<file path="config.mk">
export PLATFORM = sky130hd
export DESIGN_NAME = mem_stream_ctrl
export DESIGN_NICKNAME = d
export VERILOG_FILES = /design/src/rtl/mem_stream_ctrl.sv
export SDC_FILE = /design/constraint.sdc
export NUM_CORES = 1
export LEC_CHECK = 0
export BUFFER_PORTS_ARGS = -buffer_cell sky130_fd_sc_hd__buf_2
export CORE_UTILIZATION = 25
export CTS_CLUSTER_DIAMETER = 30
export DETAILED_ROUTE_END_ITERATION = 10
export SYNTH_ARGS = -nofsm -noshare
export SYNTH_HDL_FRONTEND = slang
export SYNTH_SLANG_ARGS = --single-unit
</file>
<file path="constraint.sdc">
create_clock -name clk -period 2 [get_ports clk]
set_input_delay 0.2 -clock clk [delete_from_list [all_inputs] [get_ports clk]]
set_output_delay 0.2 -clock clk [all_outputs]
set_load 0.01 [all_outputs]
</file>
<file path="src/rtl/mem_stream_ctrl.sv">
// rtl/mem_stream_ctrl.sv - loads a stream burst into the register memory, then drains it back out in order
module mem_stream_ctrl #(
  parameter int DATA_WIDTH = 8,
  parameter int ADDR_BITS  = 5
) (
  input  logic                  clk,
  input  logic                  rst_n,
  input  logic                  start,
  input  logic [ADDR_BITS:0]    len,
  input  logic                  in_valid,
  input  logic [DATA_WIDTH-1:0] in_data,
  output logic                  in_ready,
  output logic                  out_valid,
  output logic [DATA_WIDTH-1:0] out_data,
  output logic                  out_last,
  input  logic                  out_ready,
  output logic                  busy,
  output logic                  done,
  output logic [ADDR_BITS-1:0]  mem_addr,
  output logic [DATA_WIDTH-1:0] mem_data_in,
  output logic                  mem_wen,
  input  logic [DATA_WIDTH-1:0] mem_data_out
);

  localparam int LW = ADDR_BITS + 1;
  localparam logic [ADDR_BITS:0] DEPTH = LW'(1 << ADDR_BITS);

  typedef enum logic [2:0] {
    IDLE,
    LOAD,
    RD_REQ,
    RD_WAIT,
    OUT,
    DONE
  } state_t;

  state_t                state, state_d;
  logic [ADDR_BITS-1:0]  cnt, cnt_d;
  logic [ADDR_BITS:0]    len_q, len_d;
  logic [DATA_WIDTH-1:0] out_data_d;
  logic                  at_last;

  always_ff @(posedge clk or negedge rst_n) begin
    if (!rst_n) begin
      state    <= IDLE;
      cnt      <= '0;
      len_q    <= '0;
      out_data <= '0;
    end else begin
      state    <= state_d;
      cnt      <= cnt_d;
      len_q    <= len_d;
      out_data <= out_data_d;
    end
  end

  // len_q is one bit wider than cnt so a full 32-word burst ends at cnt=31 without wrapping
  assign at_last = ({1'b0, cnt} == (len_q - LW'(1)));

  assign mem_addr    = cnt;
  assign mem_data_in = in_data;

  always_comb begin
    state_d    = state;
    cnt_d      = cnt;
    len_d      = len_q;
    out_data_d = out_data;
    in_ready   = 1'b0;
    out_valid  = 1'b0;
    out_last   = 1'b0;
    mem_wen    = 1'b0;
    busy       = (state != IDLE);
    done       = 1'b0;
    case (state)
      IDLE: begin
        if (start) begin
          if (len != '0) begin
            len_d   = (len > DEPTH) ? DEPTH : len;
            cnt_d   = '0;
            state_d = LOAD;
          end else begin
            state_d = DONE;
          end
        end
      end
      LOAD: begin
        in_ready = 1'b1;
        mem_wen  = in_valid;
        if (in_valid) begin
          if (at_last) begin
            cnt_d   = '0;
            state_d = RD_REQ;
          end else begin
            cnt_d = cnt + 1'b1;
          end
        end
      end
      RD_REQ: begin
        state_d = RD_WAIT;
      end
      RD_WAIT: begin
        out_data_d = mem_data_out;
        state_d    = OUT;
      end
      OUT: begin
        out_valid = 1'b1;
        out_last  = at_last;
        if (out_ready) begin
          if (at_last) begin
            state_d = DONE;
          end else begin
            cnt_d   = cnt + 1'b1;
            state_d = RD_REQ;
          end
        end
      end
      DONE: begin
        done    = 1'b1;
        state_d = IDLE;
      end
      default: state_d = IDLE;
    endcase
  end

endmodule

</file>
==> impl_metrics.yaml, run 1 <==
outcome:
  status: "finished, violations left"
  violations: "negative setup slack"
synthesis:
  synth_top_family_by_area: "simple AND/OR/NAND/NOR gates"
  synthMuxAreaShare_pct: 8.93
  avgSynthCellArea_sq_um: 9.96
  synth_area_sq_um: 1370
  ys_warn_count: 0
  synth_edf_count: 0
  yosys.area_share.simple_pct: 18.7
  synth.distinct_cells: 43
  synth_compound_area_share_pct: 17.4
  yosys.area_share.xor_xnor_pct: 3.19
  async_flop_share_pct: 100
  ys_ff_latch: 22
  syn-num-nets: 167
  yosys_most_used_dff: "dfrtp_1"
  ys_seq_area_share_pct: 40.1
  synth_fa_ha_area_share_pct: 1.82
  syn-instance-count: 138
clock_network:
  cts_tree: "yes"
  htreeDepth: 1
  clock-sinks: 22
  cts-root-buf: "clkbuf_8"
  cts_made_buffers: 3
  insertion_delay_ps: 270
  clkTransAtPathRegs_ps: 80
  clockBufferDepth: 2
setup_path:
  worstReg2RegEnd: "state[0]"
  worstSetupStartpointType: "flop"
  cp_max_fo: 3
  slowest_delay_ps: 430
  reg2regPathDepth: 7
  crit_chain: "or3_4 -> xnor2_1 -> or4_4 -> or2_4 -> nor2_2 -> buf_2"
  crit_end: "out_last"
  end_kind: "output pin"
  cp_data_arrival_time_ps: 2090
  rrSetupSlack_ps: -260
  worstSetupPathType: "reg2out"
  crit_start: "len_q[2]"
  cp_slowest_cell: "or4_4"
  crit-reg2reg-launch: "len_q[2]"
  worstPathRequired_ps: 1800
global_route:
  antenna_found_initial: 0
  track_usage_pct: 12.8
  overflow: 0
  grt_max_degree: 23
  grt_pass1_wl_um: 5960
  grt_pass1_vias: 1262
final_layout:
  drive_gt1_share_pct: 55.6
  antennaDiodeCount: 0
  fill_cells: 528
  num-nets-final: 219
  area_delta_synth_final_pct: 41.2
  fin_util_pct: 37.3
  stdcell_area_sq_um: 1940
  final_common_cell: "buf_2"
  layout_common_cells: "buf_2, dfrtp_1, buf_4, inv_1, mux2_2"
power:
  p_per_area_nw_per_um2: 1660
  ir_drop_uv: 646
  p_leak_nw: 0.874
min_path:
  hold_class: "in2reg"
sta:
  setup_violations: 9
  whs_ps: 155
  layout_setup_ws_ps: -286
  tightest_slew_ps: 818
  min_period_ps: 2290
  fmax_mhz: 437
  skew_ps: 5.42
  hold_violations: 0
  drv_slew: 0
  rsz0062_at_grt: "yes"
  relSlewSlack_pct: 45.0
  fin_crit_sh_pct: 114
die:
  fp.dieH_um: 76.1
  std_cell_rows: 26
  core_area_sq_um: 5200
  die_x_um: 76.1
  start_util_pct: 26.4
  boundaryPins: 54
  die_area_sq_um: 5800
routing:
  final_antenna_net_count: 0
  firstDrtPassIters: 4
  finalWirelength_um: 3530
  drt_first_iter_violations: 59
  wl_per_cell_um: 13.6
  remaining_drc_errors: 0
  vias_per_cell: 4.85
  routed-via-count: 1257
place:
  dpl-instance-area_sq_um: 1700
  io_buffers: 37
  dp_hpwl_um: 2650
  place.gp.congestion: 0.802
job:
  maxCapViolCount: 0
metrics by stage:
step                      worst slack [ps]  cells  power (mW)  TNS (ps)
after floorplan                       -194    138        1.84      -804
after global placement                -125    250        2.43      -677
after detailed placement              -198    250        2.46     -1110
after CTS                             -311    257        3.08     -1480
after global routing                  -349    259        3.45     -2420
final                                 -286    259        3.22     -1900
routing by layer:
| layer | wire (um) | share of wire [%] | GRT usage (%) | up-vias |
|---|---|---|---|---|
| li1 | - | - | - | 600 |
| met1 | 1550 | 44 | 15.5 | 618 |
| met2 | 1780 | 50 | 22.4 | 34 |
| met3 | 157 | 4.4 | 2.75 | 5 |
| met4 | 43 | 1.2 | 4.04 | 0 |
| met5 | 0 | 0 | 0 | - |
cell families (layout without fill, tap and decap cells):
logic type / after synthesis / after routing
buffers and inverters: 26 / 77
and+or+nand+nor: 42 / 42
DFF: 22 / 22
adders and majority gates: 2 / 2
xor gates and xnor gates: 5 / 5
muxes: 11 / 11
AOI/OAI and AO/OA: 30 / 30
worst min path at each step:
stage                               start           to  slack (ps)  depth (start not counted)
final                     mem_data_out[3]  out_data[3]         160                          2
after global routing      mem_data_out[5]  out_data[5]         140                          2
after CTS                 mem_data_out[4]  out_data[4]         150                          2
after detailed placement            rst_n  mem_addr[1]         210                          1
after global placement              rst_n  mem_addr[1]         200                          1
after floorplan                     rst_n     len_q[0]        -100                          0
Yosys cell counts (all sizes together) (4+ instances only):
| library cell | count | share of area (%) |
|---|---|---|
| nand2 | 4 | 1.1 |
| dfrtp | 22 | 40 |
| or3 | 4 | 1.8 |
| buf | 10 | 5.6 |
| inv | 12 | 3.3 |
| o31ai | 6 | 3.3 |
| xnor2 | 4 | 2.5 |
| or4 | 4 | 2.5 |
| a31o | 5 | 3.2 |
| nor3 | 5 | 1.8 |
| nor2 | 5 | 1.4 |
| mux2 | 10 | 8.2 |
| clkbuf | 4 | 1.1 |
state kept, by name (all words and copies together), names as in the netlist:
signal and flops:
out_data 8, state 3, mem_addr 5, len_q 6
power breakdown:
group	internal, mW	switching, mW
combinational	1.01	0.984
clock	0.268	0.158
sequential	0.650	0.147
area by class of cell:
cell class / instances / area, sq um / area share (%)
repair buffers: 61 / 383 / 19.7
clock buffers: 3 / 41.3 / 2.13
well taps: 70 / 87.6 / 4.52
flip-flops and latches: 22 / 552 / 28.5
clock inverters: 1 / 30.0 / 1.55
inverters: 12 / 45.0 / 2.32
multi-input cells: 90 / 801 / 41.3
worst max-delay path, delay by kind of cell, from the launching register on:
kind                   cells  cell delay (ps)
buffers and inverters      1              130
XOR/XNOR                   1              130
AND/OR/NAND/NOR            4             1180
flip-flops                 1              390
timing repair:
item                       CTS  global route
resized for setup           14            13
setup endpoints to repair    8            10
hold buffers                 1             0
buffers inserted             2             2
pin swaps                    5             8
hold endpoints to repair    22             0
No activity file was read; power rests on OpenSTA's default activity.
==> run 2, diff against run 1 <==
Settings changed: BUFFER_PORTS_ARGS -buffer_cell sky130_fd_sc_hd__buf_2 to -buffer_cell sky130_fd_sc_hd__clkbuf_2, PLACE_DENSITY_LB_ADDON from default to 0.1.
==> run 2 against run 1 <==
The run still ends with negative setup slack left; die area did not move; largest power group unchanged; worst setup slack improved by 15 ps; critical endpoint unchanged; largest cell class unchanged; via count rose by 1.8%; fmax rose by 0.65%; hold slack got worse by 0.77 ps; final cell count did not move; clock skew fell by 1.2 ps; sequential cell count did not move; sequential power barely moved; first-iteration DRC count rose by 8.5%; critical path depth did not move; total power fell by 1.4%.
==> impl_metrics.yaml, run 2 (same netlist as run 1, synthesis figures left out) <==
outcome:
  status: "finished, violations left"
  violations: "negative setup slack"
setup_path:
  worstSetupPathType: "reg2out"
  end_kind: "output pin"
  cp_data_arrival_time_ps: 2070
  reg2regPathDepth: 7
  rrSetupSlack_ps: -200
  worstSetupStartpointType: "flop"
  crit_end: "out_last"
  crit-reg2reg-launch: "len_q[0]"
  cp_max_fo: 3
  crit_start: "len_q[0]"
  worstPathRequired_ps: 1800
  worstReg2RegEnd: "mem_addr[0]"
global_route:
  antenna_found_initial: 0
  track_usage_pct: 13.2
  grt_pass1_wl_um: 6110
  overflow: 0
  grt_pass1_vias: 1277
  grt_max_degree: 23
power:
  ir_drop_uv: 490
  p_leak_nw: 0.860
  p_per_area_nw_per_um2: 1660
sta:
  skew_ps: 4.19
  fin_crit_sh_pct: 114
  tightest_slew_ps: 814
  setup_violations: 9
  min_period_ps: 2270
  relSlewSlack_pct: 45.3
  hold_violations: 0
  fmax_mhz: 440
  whs_ps: 154
  drv_slew: 0
  rsz0062_at_grt: "yes"
  layout_setup_ws_ps: -271
routing:
  routed-via-count: 1280
  wl_per_cell_um: 14.6
  drt_first_iter_violations: 64
  firstDrtPassIters: 4
  finalWirelength_um: 3790
  vias_per_cell: 4.94
  final_antenna_net_count: 0
  remaining_drc_errors: 0
die:
  die_area_sq_um: 5800
  die_x_um: 76.1
  start_util_pct: 26.4
  core_area_sq_um: 5200
  fp.dieH_um: 76.1
  std_cell_rows: 26
  boundaryPins: 54
final_layout:
  area_delta_synth_final_pct: 39.4
  largest_register_ffs: 8
  layout_common_cells: "clkbuf_2, dfrtp_1, buf_4, mux2_2, inv_1"
  num-nets-final: 219
  drive_gt1_share_pct: 54.5
  final_common_cell: "clkbuf_2"
  regMostFlops: "out_data"
  antennaDiodeCount: 0
  fill_cells: 562
min_path:
  worstHoldStart: "mem_data_out[3]"
  hold_class: "in2reg"
clock_network:
  cts_tree: "yes"
  clock-sinks: 22
  cts-root-buf: "clkbuf_8"
  clockBufferDepth: 2
  insertion_delay_ps: 270
  cts_made_buffers: 3
  clkTransAtPathRegs_ps: 90
  htreeDepth: 1
place:
  pre_cts_ws_ps: -261
  place.gp.congestion: 0.845
  dp_hpwl_um: 2760
  io_buffers: 37
job:
  maxCapViolCount: 0
[run 2: cell types whose count changed in the layout (fill, tap and decap cells not counted), sizes merged]
cell / previous run / this run
clkbuf: 3 / 39
buf: 60 / 24
[run 2: metrics by stage]
step | utilization [%] | setup TNS (ps) | power [mW] | cell area, sq um | cells
6_report | 36.8 | -1520 | 3.18 | 1920 | 259
5_1_grt | 36.8 | -2250 | 3.41 | 1920 | 259
4_1_cts | 36.0 | -1750 | 3.08 | 1870 | 258
3_5_place_dp | 32.7 | -1620 | 2.48 | 1700 | 250
3_3_place_gp | 32.7 | -1610 | 2.46 | 1700 | 250
2_1_floorplan | - | -804 | 1.84 | 1380 | 138
[run 2: final cells by class]
| cell class | count | area (sq um) | share of cell area, % |
|---|---|---|---|
| clock inverter | 1 | 30.0 | 1.57 |
| inverter | 12 | 45.0 | 2.35 |
| tap | 70 | 87.6 | 4.57 |
| sequential | 22 | 551 | 28.7 |
| multi-input combinational | 90 | 790 | 41.2 |
| timing repair buffer | 61 | 372 | 19.4 |
| clock buffer | 3 | 41.3 | 2.16 |
[run 2: how the worst min path moves through the flow]
stage                        endpoint  cells after the start
after floorplan              len_q[0]                      0
after global placement    mem_addr[2]                      1
after detailed placement  mem_addr[2]                      1
after CTS                 out_data[3]                      2
after global routing      out_data[1]                      2
final                     out_data[3]                      2
[run 2: routing by layer]
layer | global-route usage, % | part of all wire [%]
met5 | 0 | 0
met4 | 5.58 | 1.7
met3 | 3.11 | 5.3
met2 | 21.7 | 50
met1 | 16.5 | 43
[run 2: power breakdown]
group          leakage [nW]  internal (mW)  switching [mW]
Combinational         0.555          0.970           0.976
Clock                0.0357          0.268           0.163
Sequential            0.269          0.649           0.150
[run 2: critical path: stages, from the launching register on]
cell     delay (ps)
dfrtp_1         410
or3_4           390
xnor2_1         130
or4_4           420
or2_4           250
nor2_1           80
buf_2           130
[run 2: repair_timing]
item / 4_1_cts / 5_1_grt
hold endpoints to repair: 22 / 0
buffers inserted: 3 / 1
hold buffers: 1 / 0
resized for setup: 15 / 8
pin swaps: 4 / 8
endpoints found under the setup margin: 9 / 10
==> run 3, diff against run 2 <==
Settings changed: CORE_ASPECT_RATIO from default to 1.5, CORE_MARGIN from default to 2.
==> run 3 against run 2 <==
First-iteration DRC count is 39% lower; total power is 0.18% lower; the flow still finishes with violations (negative setup slack); final cell count stayed put; utilization is 0.88 points lower; sequential share of layout area is 0.19 points lower; die area is 5.5% higher; clock skew is 2.7 ps lower; largest cell class unchanged.
==> impl_metrics.yaml, run 3 (same netlist as run 1, synthesis figures left out) <==
final_layout:
  final_common_cell: "clkbuf_2"
  regMostFlops: "out_data"
  drive_gt1_share_pct: 55.0
  largest_register_ffs: 8
  fin_util_pct: 35.9
  stdcell_area_sq_um: 1930
  layout_common_cells: "clkbuf_2, dfrtp_1, buf_4, mux2_2, inv_1"
  antennaDiodeCount: 0
  num-nets-final: 219
  instances_no_fill: 259
  fill_cells: 579
  area_delta_synth_final_pct: 40.3
sta:
  fmax_mhz: 444
  tightest_slew_ps: 723
  min_period_ps: 2250
  skew_ps: 1.50
  fin_crit_sh_pct: 113
  hold_violations: 0
  layout_setup_ws_ps: -253
  relSlewSlack_pct: 51.4
  rsz0062_at_grt: "yes"
  drv_slew: 0
  setup_violations: 9
die:
  start_util_pct: 25.6
  fp.dieH_um: 94.8
  boundaryPins: 54
  std_cell_rows: 33
  core_area_sq_um: 5370
  die_x_um: 64.5
  die_area_sq_um: 6120
power:
  ir_drop_uv: 520
  p_per_area_nw_per_um2: 1640
  p_leak_nw: 0.859
outcome:
  violations: "negative setup slack"
  status: "finished, violations left"
global_route:
  track_usage_pct: 13.2
  grt_max_degree: 23
  grt_pass1_vias: 1328
  grtUsageMet2_pct: 25.3
  grt_use_met3_pct: 2.15
  grt_pass1_wl_um: 6310
  overflow: 0
  grt_busiest_layer: "met2"
  gr-usage-met1_pct: 14.8
  antenna_found_initial: 0
clock_network:
  cts_made_buffers: 3
  htreeDepth: 1
  clockBufferDepth: 2
  clkTransAtPathRegs_ps: 80
  insertion_delay_ps: 260
  clock-sinks: 22
  cts_tree: "yes"
  cts-root-buf: "clkbuf_8"
routing:
  wl_per_cell_um: 14.7
  firstDrtPassIters: 4
  routed-via-count: 1252
  drt_first_iter_violations: 39
  remaining_drc_errors: 0
  final_antenna_net_count: 0
  vias_per_cell: 4.83
  finalWirelength_um: 3800
place:
  dp.cells: 250
  dp_hpwl_um: 2900
  io_buffers: 37
  dpl-instance-area_sq_um: 1700
  place.gp.congestion: 0.731
setup_path:
  end_kind: "flop"
  worstSetupPathType: "reg2reg"
  crit-reg2reg-launch: "len_q[1]"
  worstReg2RegEnd: "state[0]"
  slowest_delay_ps: 430
  crit_chain: "or3_4 -> xnor2_1 -> or4_4 -> or2_4 -> buf_4 -> buf_6 -> a211o_1"
  rrSetupSlack_ps: -250
  cp_max_fo: 5
  worstSetupStartpointType: "flop"
  cp_slowest_cell: "or4_4"
  worstPathRequired_ps: 2150
  cp_data_arrival_time_ps: 2400
  reg2regPathDepth: 7
  crit_end: "state[0]"
  crit_start: "len_q[1]"
min_path:
  hold_class: "in2reg"
job:
  maxCapViolCount: 0
run 3: repair_timing:
action | 4_1_cts | 5_1_grt
setup buffers | 3 | 1
setup endpoints to repair | 8 | 10
hold buffers | 1 | 0
endpoints found under the hold margin | 22 | 0
gates resized for setup | 24 | 5
pin swaps | 11 | 4
run 3: cell type report:
cell class                 count  area (sq um)  area share [%]
clock buffer                   4          55.1            2.86
sequential                    22           551            28.6
inverter                      12          45.0            2.34
multi-input combinational     90           807            41.9
tap                           70          87.6            4.54
timing repair buffer          61           383            19.9
run 3: worst min path at each step:
stage	startpoint	end	slack, ps	cells past startpoint
after CTS	mem_data_out[7]	out_data[7]	160	2
after detailed placement	rst_n	mem_addr[3]	250	1
after global routing	mem_data_out[3]	out_data[3]	150	2
after global placement	rst_n	mem_addr[3]	240	1
final	mem_data_out[6]	out_data[6]	170	2
after floorplan	rst_n	len_q[0]	-100	0
run 3: report_power, final:
| part | internal, mW | switching [mW] |
|---|---|---|
| Sequential | 0.649 | 0.156 |
| Clock | 0.175 | 0.143 |
| Combinational | 1.02 | 1.03 |
| Total | 1.84 | 1.33 |
run 3: critical path: cells and delay by family (launching register included):
kind / cells / cell delay [ps]
AND/OR/NAND/NOR: 3 / 1090
flip-flops: 1 / 390
AO/OA/AOI/OAI: 1 / 280
buffers and inverters: 2 / 250
XOR/XNOR: 1 / 130
run 3: metal layers:
| metal | share of wire, % | up-vias |
|---|---|---|
| met4 | 1.6 | 0 |
| met3 | 3.8 | 4 |
| met1 | 42 | 613 |
| met5 | 0 | - |
| met2 | 53 | 28 |
| li1 | - | 607 |
run 3: per-stage QoR:
step	total power [mW]	hold WS [ps]	setup TNS, ps	setup slack, ps
5_1_grt	3.41	152	-2130	-319
6_report	3.17	168	-1650	-253
4_1_cts	3.18	160	-1590	-295
2_1_floorplan	1.84	-95.6	-804	-194
3_3_place_gp	2.47	242	-1060	-172
3_5_place_dp	2.49	247	-1450	-213
